### config.mk
export PLATFORM = sky130hd
export DESIGN_NAME = uart_rx
export DESIGN_NICKNAME = d
export VERILOG_FILES = /design/src/rtl/uart_rx.sv
export SDC_FILE = /design/constraint.sdc
export NUM_CORES = 1
export LEC_CHECK = 0
export BUFFER_PORTS_ARGS = -buffer_cell sky130_fd_sc_hd__buf_2
export CORE_ASPECT_RATIO = 0.5
export CORE_MARGIN = 2
export CORE_UTILIZATION = 25
export DETAILED_ROUTE_END_ITERATION = 16
export PLACE_DENSITY = 0.44
export SYNTH_ARGS = -nofsm -noshare
export SYNTH_HDL_FRONTEND = slang
export SYNTH_SLANG_ARGS = --single-unit
### constraint.sdc
create_clock -name clk -period 2.07 [get_ports clk]
set_clock_uncertainty 0.1 [all_clocks]
set_input_delay 0.207 -clock clk [delete_from_list [all_inputs] [get_ports clk]]
set_output_delay 0.207 -clock clk [all_outputs]
set_load 0.05 [all_outputs]
### src/rtl/uart_rx.sv
// ---------------------------------------------------------------------------
// uart_rx
//
// UART receiver driven by a 16x oversampling strobe. Deserialises frames of
// 1 start bit, DATA_BITS data bits (LSB first), an optional parity bit and
// 1 stop bit. Received words are held in an output register with a
// valid/ready handshake toward the downstream consumer.
//
// Parameters:
//   DATA_BITS   data bits per frame (5..8)
//   PARITY_EN   1 = a parity bit follows the data bits
//   PARITY_ODD  0 = even parity, 1 = odd parity (ignored if PARITY_EN = 0)
//
// Ports:
//   clk          system clock
//   reset        synchronous, active-high reset
//   tick_16      one-clk strobe at 16x the baud rate
//   rx           asynchronous serial line, idles high
//   rx_ready     consumer accepts rx_data this cycle
//   rx_data      received word, right-aligned
//   rx_valid     rx_data holds an unconsumed word
//   frame_err    stop bit sampled low (qualifies rx_data)
//   parity_err   parity mismatch (qualifies rx_data)
//   overrun_err  one-clk pulse when a frame is dropped because rx_valid was high
//   busy         receiver is somewhere inside a frame
// ---------------------------------------------------------------------------
module uart_rx #(
    parameter int DATA_BITS  = 8,
    parameter int PARITY_EN  = 0,
    parameter int PARITY_ODD = 0
) (
    input  logic                 clk,
    input  logic                 reset,
    input  logic                 tick_16,
    input  logic                 rx,
    input  logic                 rx_ready,
    output logic [DATA_BITS-1:0] rx_data,
    output logic                 rx_valid,
    output logic                 frame_err,
    output logic                 parity_err,
    output logic                 overrun_err,
    output logic                 busy
);

    typedef enum logic [2:0] {
        IDLE,
        START,
        DATA,
        PARITY,
        STOP
    } state_t;

    localparam logic [2:0] LAST_BIT    = 3'(DATA_BITS - 1);
    localparam logic       PAR_EN_BIT  = (PARITY_EN != 0);
    localparam logic       PAR_ODD_BIT = (PARITY_ODD != 0);

    state_t               state, state_nxt;
    logic [3:0]           scnt, scnt_nxt;
    logic [2:0]           bitcnt, bitcnt_nxt;
    logic [DATA_BITS-1:0] shreg, shreg_nxt;
    logic                 perr_q, perr_nxt;
    logic                 deliver;
    logic                 ferr_now;
    logic                 rx_meta;
    logic                 rx_s;

    // Two-flop synchroniser; resets to the idle (high) line level so a reset
    // never looks like a start edge.
    always_ff @(posedge clk) begin
        if (reset) begin
            rx_meta <= 1'b1;
            rx_s    <= 1'b1;
        end else begin
            rx_meta <= rx;
            rx_s    <= rx_meta;
        end
    end

    always_ff @(posedge clk) begin
        if (reset) begin
            state  <= IDLE;
            scnt   <= 4'd0;
            bitcnt <= 3'd0;
            shreg  <= '0;
            perr_q <= 1'b0;
        end else begin
            state  <= state_nxt;
            scnt   <= scnt_nxt;
            bitcnt <= bitcnt_nxt;
            shreg  <= shreg_nxt;
            perr_q <= perr_nxt;
        end
    end

    // Frame sequencing. Everything advances only on tick_16. Data bits enter
    // at the MSB and shift right, so after DATA_BITS samples the first bit
    // received sits at bit 0 (LSB-first, right-aligned).
    always_comb begin
        state_nxt  = state;
        scnt_nxt   = scnt;
        bitcnt_nxt = bitcnt;
        shreg_nxt  = shreg;
        perr_nxt   = perr_q;
        deliver    = 1'b0;
        ferr_now   = 1'b0;

        if (tick_16) begin
            case (state)
                IDLE: begin
                    if (!rx_s) begin
                        state_nxt = START;
                        scnt_nxt  = 4'd0;
                    end
                end

                START: begin
                    // Mid start bit: a high line here was only a glitch.
                    if (scnt == 4'd7) begin
                        scnt_nxt = 4'd0;
                        if (!rx_s) begin
                            state_nxt  = DATA;
                            bitcnt_nxt = 3'd0;
                        end else begin
                            state_nxt = IDLE;
                        end
                    end else begin
                        scnt_nxt = scnt + 4'd1;
                    end
                end

                DATA: begin
                    if (scnt == 4'd15) begin
                        shreg_nxt  = {rx_s, shreg[DATA_BITS-1:1]};
                        scnt_nxt   = 4'd0;
                        bitcnt_nxt = bitcnt + 3'd1;
                        if (bitcnt == LAST_BIT) begin
                            perr_nxt  = 1'b0;
                            state_nxt = PAR_EN_BIT ? PARITY : STOP;
                        end
                    end else begin
                        scnt_nxt = scnt + 4'd1;
                    end
                end

                PARITY: begin
                    if (scnt == 4'd15) begin
                        perr_nxt  = (^shreg) ^ rx_s ^ PAR_ODD_BIT;
                        scnt_nxt  = 4'd0;
                        state_nxt = STOP;
                    end else begin
                        scnt_nxt = scnt + 4'd1;
                    end
                end

                STOP: begin
                    // A low line here (break) lets IDLE restart on the very
                    // next tick; the frame is still delivered with frame_err.
                    if (scnt == 4'd15) begin
                        deliver   = 1'b1;
                        ferr_now  = ~rx_s;
                        scnt_nxt  = 4'd0;
                        state_nxt = IDLE;
                    end else begin
                        scnt_nxt = scnt + 4'd1;
                    end
                end

                default: begin
                    state_nxt = IDLE;
                end
            endcase
        end
    end

    // Output register and handshake. A delivery on the same clk as a
    // consumption replaces the word, so rx_valid stays high throughout.
    always_ff @(posedge clk) begin
        if (reset) begin
            rx_data     <= '0;
            rx_valid    <= 1'b0;
            frame_err   <= 1'b0;
            parity_err  <= 1'b0;
            overrun_err <= 1'b0;
        end else begin
            overrun_err <= 1'b0;
            if (deliver) begin
                if (!rx_valid || rx_ready) begin
                    rx_data    <= shreg;
                    frame_err  <= ferr_now;
                    parity_err <= PAR_EN_BIT & perr_q;
                    rx_valid   <= 1'b1;
                end else begin
                    overrun_err <= 1'b1;
                end
            end else if (rx_valid && rx_ready) begin
                rx_valid <= 1'b0;
            end
        end
    end

    always_comb begin
        busy = (state != IDLE);
    end

endmodule
---- Word-level counts from Yosys, hierarchy flattened ----
Index checks and enable logic that the tools add are counted.
word-level totals
  register bits after elaboration ......... 31
  input port bits ......................... 5
  output and inout bits ................... 13
cells by class
  $add $sub $neg .......................... 2
  eq/ne operators ......................... 15
  mux-type cells .......................... 26
  bitwise logic cells ..................... 2
  reductions and logical operators ........ 16
operators by type and width
  kind                                                                     count
  3-bit two-way mux                                                        9
  3-bit one-hot mux with 5 select lines                                    1
  2-bit inequality test, second input constant                             7
  4-bit two-way mux                                                        3
  4-bit one-hot mux with 3 select lines                                    1
  1-bit two-way mux                                                        10
  7-bit AND reduction                                                      1
  3-bit by 2-bit == test with 1-bit output, second input constant          2
  3-bit == test, second input constant                                     2
  3-bit one-hot mux with 2 select lines                                    1
  3-bit AND reduction                                                      2
  3-bit nonzero test                                                       2
  5-bit AND reduction                                                      1
  4-bit by 1-bit adder with 4-bit output, second input constant            1
  4-bit by 3-bit == test with 1-bit output, second input constant          1
  4-bit == test, second input constant                                     1
  2-bit AND reduction                                                      2
  2-bit nonzero test                                                       2
  3-bit by 1-bit adder with 3-bit output, second input constant            1
  3-bit by 1-bit == test with 1-bit output, second input constant          1
  3-bit zero test                                                          1
  3-bit OR reduction                                                       1
  2-bit two-way mux                                                        1
  2-bit by 1-bit inequality test with 1-bit output, second input constant  1
  other kinds (5)                                                          6

---- Longest topological paths before layout ----
Gate-level depths: netlist (run 1).
  word-level depth ........................ 6
  depth in mapped cells ................... 6

---- Least setup slack after synthesis (run 1) ----
OpenSTA, ideal clock, no wires.
  kind .................................... flip-flop to flip-flop
  start point ............................. register state[1]
  end point ............................... register state[0]
  library setup time ...................... 121 ps
  arrival ................................. 1589 ps
  required time ........................... 1849 ps
  slack ................................... 260 ps
  cell stages (with the launch flop) ...... 7
  buffers on the path ..................... 1
  cell sequence ........................... dfxtp_1 -> buf_6 -> nor3_2 -> inv_2 -> nand4_1 -> o211ai_1 -> mux2_2
on the way
  cells in the longest elaborated chain, start to end .. 3
  elaborated cells between the ends (all ways) .. 13
RTL lines
  item                                                              RTL line  text
  from (decl)                                                       57        state_t state, state_nxt;
  from (signal assigned)                                            87        state <= state_nxt;
  3-bit by 2-bit == test with 1-bit output (tied with other cells)  108       case (state)
  2-bit inequality test (no source line)                            -
  7-bit AND reduction (no source line)                              -
Parallel ways exist; a longest one is shown, timed or not.
A chain may end at the register's enable or synchronous reset.

---- Worst setup path in the final report (run 1) ----
  start point ............................. register scnt[0]
  end point ............................... register scnt[3]
on the way
  cells in the longest elaborated chain, start to end .. 3
  elaborated cells between the ends (all ways) .. 6
RTL lines
  item                                                            RTL line  text
  from (decl)                                                     58        logic [3:0] scnt, scnt_nxt;
  from (signal assigned)                                          88        scnt <= scnt_nxt;
  4-bit by 1-bit adder with 4-bit output (tied with other cells)  -
  4-bit two-way mux (on tied branches)                            -
  4-bit one-hot mux with 3 select lines (*)                       108
Mark *: on every way between the ends. The rest lies on a longest branch, timed or not.

==> results.toml, run 1 <==
[status]
status = "finished clean"

[logic_synthesis]
synth_edf_count = 0
synth_nets = 146
ys.warnings.count = 0
synthArstFlopShare_pct = 0
ys.flop_type = "dfxtp_1"
yosys.area.top_type_share_pct = 45.5
synth_cell_types = 42
yosysTopAreaCell = "dfxtp_1"
synth.avg_cell_area_um2 = 9.87
synth-seq-cells = 31
synth_cells = 138
synth_area_um2 = 1360
synth-seq-area-share_pct = 45.5
yosys-top-cells-area = "dfxtp_1 (46%), mux2i_1 (14%), nor2_1 (7.2%)"

[clocking]
cts_tree = "built"
post_cts_resized = 0
clkSlewWorstSetupHoldPaths_ns = 0.07
clk_latency_ns = 0.28
htree_levels = 2
cts.sinks = 31
cts_buffers = 5
root_buffer = "clkbuf_8"
cts.path.max_buffers = 2

[timing]
max_slew_margin_pct = 61.3
finalSetupViolations = 0
setup_slack_ns = 0.232
slew_viol_final = 0
worst_pin_slew_ns = 0.580
fin_crit_ns = 1.84
finalCritPeriodShare_pct = 88.8
setup_tns_ns = 0
rsz0062_at_grt = "false"
max_freq_ghz = 0.544
hold_violations = 0

[hold_path]
worstHoldPathCells = 3
hold_path.class = "primary input to register"
holdPathEnd = "overrun_err"
hold_path_startpoint = "rx_ready"

[die]
die_w_um = 108
pin_count = 18
start_util_pct = 26.8
die_h_um = 56.2
std_cell_rows = 18
dieArea_um2 = 6090
coreArea_um2 = 5090

[drt]
antenna_left = 0
routed_wl_mm = 2.64
drt_iter0_drc = 29
vias = 1011
wire_per_inst_um = 11.6
first_pass_iters = 4
viasPerCell = 4.45
drc_errors = 0

[critical_path]
rr_startpoint = "scnt[0]"
r2r_setup_slack_ns = 0.23
cpPeakStageDelay_ns = 0.53
cp.arrival_ns = 1.95
worstPathRequired_ns = 2.18
crit_path_top_delay_cell = "or4b_1"
ff2ff_path_depth = 5
crit_fanout = 6
cp-start-kind = "register"
path_class = "register to register"
timing.rr.end = "scnt[3]"
end_kind = "register"
path_cells = "ha_1 > nor4bb_1 > o21a_1 > or4b_1 > a31oi_1"

[finish]
num_antenna_cells = 0
area_delta_synth_final_pct = 17.5
drive_gt1_share_pct = 22.9
nets = 164

[place]
io_buffers = 16
preCtsSetupSlack_ns = 0.248
gp_congestion = 0.739
hpwl_mm = 1.76

[grt]
grt_pass1_wl_mm = 4.51
grt_start_max_net_pins = 35
antenna_found_initial = 0
grt_pass1_vias = 950
grt-ovfl-total = 0
grt_use_total_pct = 9.49

[power]
max-vdd-ir-drop_mv = 0.306
leakagePower_nw = 0.619
power_density_nw_per_um2 = 719

[flow_run]
drv_cap = 0
[worst max-delay path by stage]
stage	start	to	slack, ns
floorplan	state[1]	state[0]	0.26
global placement	state[1]	state[0]	0.26
detailed placement	bitcnt[0]	state[0]	0.25
CTS	bitcnt[0]	state[0]	0.23
global route	scnt[0]	rx_data[7]	0.09
finish	scnt[0]	scnt[3]	0.23
[power by group]
group	total [mW]	leakage (nW)	internal, mW	switching (mW)
combinational	0.0553	0.328	0.0206	0.0347
clock	0.491	0.0408	0.240	0.251
sequential	0.605	0.250	0.599	0.00589
[synthesized netlist by cell type, types with 2 or more instances]
| library cell | instances |
|---|---|
| nor2_1 | 26 |
| o21ai_0 | 2 |
| nor3_1 | 2 |
| o21a_1 | 2 |
| or2_2 | 3 |
| ha_1 | 3 |
| nand2b_1 | 3 |
| nand2_1 | 4 |
| nand4_1 | 2 |
| or4b_1 | 2 |
| nand3_1 | 2 |
| buf_6 | 2 |
| a22oi_1 | 2 |
| clkbuf_1 | 3 |
| buf_2 | 2 |
| mux2i_1 | 19 |
| a21oi_1 | 3 |
| dfxtp_1 | 31 |
| buf_4 | 2 |
[metal layers]
metal  routed length [µm]  part of all wire [%]  track usage, %
met1                 1400                    53            12.7
met2                 1140                    43            13.6
met3                   82                   3.1            3.51
met4                   13                  0.49            4.03
met5                    0                     0               0
[repair_timing]
item                                   in CTS  in global routing
buffers inserted                            0                  0
setup endpoints to repair                   0                  0
hold buffers                                1                  0
endpoints found under the hold margin       1                  0
[stage by stage]
stage                     util [%]  cells  area, µm²  hold WS (ns)  power, mW
after detailed placement      29.4    218       1500         0.295      0.674
final                         31.5    227       1600         0.130       1.15
after CTS                     31.5    227       1600         0.126       1.17
after floorplan                  -    138       1360         0.211      0.661
after global placement        29.4    218       1500         0.296      0.675
after global routing          31.5    227       1600         0.146       1.20
[flip-flops by register name, summed over array words and instances (netlist names)]
signal       count
rx_valid         1
rx_s             1
state            3
scnt             4
shreg            8
rx_data          8
rx_meta          1
overrun_err      1
frame_err        1
bitcnt           3
[final cells by class]
cell class / count / area (µm²)
Clock inverter: 3 / 23.8
Fill cell: 558 / 3490
Sequential cell: 31 / 621
Inverter: 1 / 3.75
Timing Repair Buffer: 20 / 113
Clock buffer: 5 / 68.8
Tap cell: 70 / 87.6
Multi-Input combinational cell: 97 / 684
[worst max-delay path, delay by kind of cell (launching register included)]
family          cells  cell delay, ns
fa+ha+maj           1            0.26
flops               1            0.33
simple gates        2            0.69
compound gates      2            0.38
[cells in the final DEF, fill, tap and decap left out, types with 2 or more instances in the layout]
cell type,instances
dfxtp_1,31
nor2_1,26
mux2i_1,19
buf_2,16
clkbuf_8,5
nand2_1,4
nand2b_1,3
or2_2,3
a21oi_1,3
ha_1,3
buf_4,3
nand3_1,2
o21a_1,2
nand4_1,2
or4b_1,2
o21ai_0,2
a22oi_1,2
nor3_1,2
clkinvlp_4,2
[kinds of logic (layout without fill, tap and decap cells)]
group / after synthesis / count (layout) / synth area share, %
buf+inv: 10 / 29 / 4.59
simple gates: 59 / 59 / 25.0
fa+ha+maj: 3 / 3 / 2.76
compound gates: 14 / 14 / 7.07
mux: 20 / 20 / 14.8
flops: 31 / 31 / 45.5
other cells: 1 / 1 / 0.275
(Power assumes the default switching activity.)
==> run 2, diff against run 1 <==
--- a/config.mk
+++ b/config.mk
@@ -5,6 +5,7 @@
 export SDC_FILE = /design/constraint.sdc
 export NUM_CORES = 1
 export LEC_CHECK = 0
+export ABC_AREA = 1
 export BUFFER_PORTS_ARGS = -buffer_cell sky130_fd_sc_hd__buf_2
 export CORE_ASPECT_RATIO = 0.5
 export CORE_MARGIN = 2
==> run 2 against run 1 <==
  * Utilization shrank 0.30 points
  * Register-to-register slack gained 0.16 ns
  * First-iteration DRC count grew 140%
  * Non-clock buffer count shrank 4
  * Die area grew 4.1%
  * Clock-buffer cell count grew 1
  * Sequential power grew 20%
  * Cell area grew 6.9%
==> results.toml, run 2 <==
[critical_path]
end_kind = "register"
rr_startpoint = "scnt[0]"
timing.rr.end = "rx_data[5]"
crit_fanout = 10
cp-start-kind = "register"
r2r_setup_slack_ns = 0.39
cp.arrival_ns = 1.78
ff2ff_path_depth = 6
worstPathRequired_ns = 2.17
path_class = "register to register"

[logic_synthesis]
synth_nets = 200
yosys.area.top_type_share_pct = 43.7
yosys-top-cells-area = "dfxtp_1 (44%), nand2_1 (11%), nor2_1 (7.7%)"
synth_cell_types = 24
ys.warnings.count = 0
synth-seq-cells = 31
synth_edf_count = 0
yosysMostFrequentCell = "nand2_1"
synth.avg_cell_area_um2 = 7.40
ys.flop_type = "dfxtp_1"
yosysTopAreaCell = "dfxtp_1"
synth_area_um2 = 1420
synthArstFlopShare_pct = 0
synth-seq-area-share_pct = 43.7
ys_top_cells_by_count = "nand2_1 (43), dfxtp_1 (31), nor2_1 (29), inv_1 (16), a21oi_1 (15)"
synth_cells = 192

[grt]
grt_use_total_pct = 10.9
grt_pass1_wl_mm = 5.34
antenna_found_initial = 0
grt_start_max_net_pins = 20
grt_pass1_vias = 1164
grt-ovfl-total = 0

[drt]
vias = 1248
first_pass_iters = 4
wire_per_inst_um = 10.8
drc_errors = 0
antenna_left = 0
viasPerCell = 4.39
drt_iter0_drc = 69
routed_wl_mm = 3.08

[die]
die_h_um = 57.3
die_w_um = 111
pin_count = 18
start_util_pct = 25.9
dieArea_um2 = 6340
std_cell_rows = 19
coreArea_um2 = 5490

[timing]
finalSetupViolations = 0
finalCritPeriodShare_pct = 81.1
fin_crit_ns = 1.68
slew_viol_final = 0
max_freq_ghz = 0.596
setup_tns_ns = 0
hold_violations = 0
rsz0062_at_grt = "false"

[power]
power_density_nw_per_um2 = 1250
total_power_mw = 2.14
max-vdd-ir-drop_mv = 0.385
leakagePower_nw = 0.739

[hold_path]
hold_path_startpoint = "rx"
holdPathEnd = "rx_meta"
hold_path.class = "primary input to register"
worstHoldPathCells = 2

[clocking]
clkSlewWorstSetupHoldPaths_ns = 0.05
cts.path.max_buffers = 2
cts_buffers = 5
clk_latency_ns = 0.28
post_cts_resized = 0
htree_levels = 2
cts.sinks = 31
root_buffer = "clkbuf_16"
cts_tree = "built"
cts_hold_buf = 0
postCtsSetupRepairBufs = 0

[finish]
num_antenna_cells = 0
nets = 218
final_common_cell = "nand2_1"
drive_gt1_share_pct = 18.0
area_delta_synth_final_pct = 20.4
final.fill_count = 586
final_cell_mix = "nand2_1 (43), dfxtp_1 (31), nor2_1 (29)"
reg_top3 = "rx_data (8), shreg (8), scnt (4)"

[place]
io_buffers = 16
gp_congestion = 0.790
hpwl_mm = 2.15

[flow_run]
drv_cap = 0

[status]
status = "finished clean"
run 2: changes by cell type in the layout (fill, tap and decap cells not counted), sizes merged, moves of 6 or more:
cell    change
nor2        +6
nand2      +41
nand3b      +8
a21oi      +12
o21ai       +7
mux2i      -19
inv        +17
nand3       +9
run 2: worst max-delay path by stage:
| stage | from | endpoint | slack (ns) | depth (start not counted) |
|---|---|---|---|---|
| CTS | scnt[0] | rx_data[5] | 0.40 | 6 |
| detailed placement | scnt[0] | rx_data[5] | 0.42 | 6 |
| finish | scnt[0] | rx_data[5] | 0.39 | 6 |
| global route | scnt[0] | rx_data[5] | 0.24 | 6 |
| global placement | scnt[0] | frame_err | 0.47 | 6 |
| floorplan | scnt[0] | bitcnt[0] | 0.64 | 8 |
run 2: power breakdown:
| part | switching [mW] | internal (mW) | total (mW) |
|---|---|---|---|
| Combinational | 0.501 | 0.216 | 0.718 |
| Clock | 0.253 | 0.442 | 0.696 |
| Sequential | 0.0772 | 0.652 | 0.729 |
run 2: per-stage QoR:
| stage | setup slack (ns) | instance area (µm²) | util (%) | hold slack, ns | cells |
|---|---|---|---|---|---|
| 6_report | 0.391 | 1710 | 31.2 | 0.0164 | 284 |
| 5_1_grt | 0.242 | 1710 | 31.2 | 0.0145 | 284 |
| 4_1_cts | 0.402 | 1710 | 31.2 | 0.0100 | 284 |
| 3_5_place_dp | 0.417 | 1570 | 28.6 | 0.298 | 276 |
| 3_3_place_gp | 0.469 | 1570 | 28.6 | 0.301 | 276 |
| 2_1_floorplan | 0.641 | 1420 | - | 0.211 | 192 |
run 2: routing by layer:
| metal | global-route usage [%] | part of all wire (%) | vias to the layer above |
|---|---|---|---|
| li1 | - | - | 657 |
| met1 | 13.4 | 50 | 566 |
| met2 | 16.8 | 44 | 18 |
| met3 | 2.87 | 3.0 | 7 |
| met4 | 7.86 | 2.6 | 0 |
| met5 | 0 | 0 | - |
run 2: cells by family (layout without fill, tap and decap cells):
family	count (synthesis)	count (layout)	synth area share (%)
DFF	31	31	43.7
adders and majority gates	3	3	2.64
other	1	1	0.264
AOI/OAI and AO/OA	25	25	8.98
and+or+nand+nor	107	107	37.2
buffers and inverters	24	43	6.60
xor gates and xnor gates	1	1	0.616
run 2: critical path, stage by stage, from the launching register on:
cell      delay [ns]
dfxtp_1         0.37
ha_1            0.24
nand3_2         0.16
nor2_4          0.16
nand3_2         0.19
nand3b_1        0.24
a21oi_1         0.16
run 2: area by class of cell:
cell class | count | area, µm² | share of cell area (%)
Clock buffer | 6 | 129 | 7.53
Clock inverter | 2 | 12.5 | 0.731
Inverter | 19 | 71.3 | 4.17
Multi-Input combinational cell | 137 | 707 | 41.3
Sequential cell | 31 | 621 | 36.3
Tap cell | 73 | 91.3 | 5.34
Timing Repair Buffer | 16 | 80.1 | 4.68
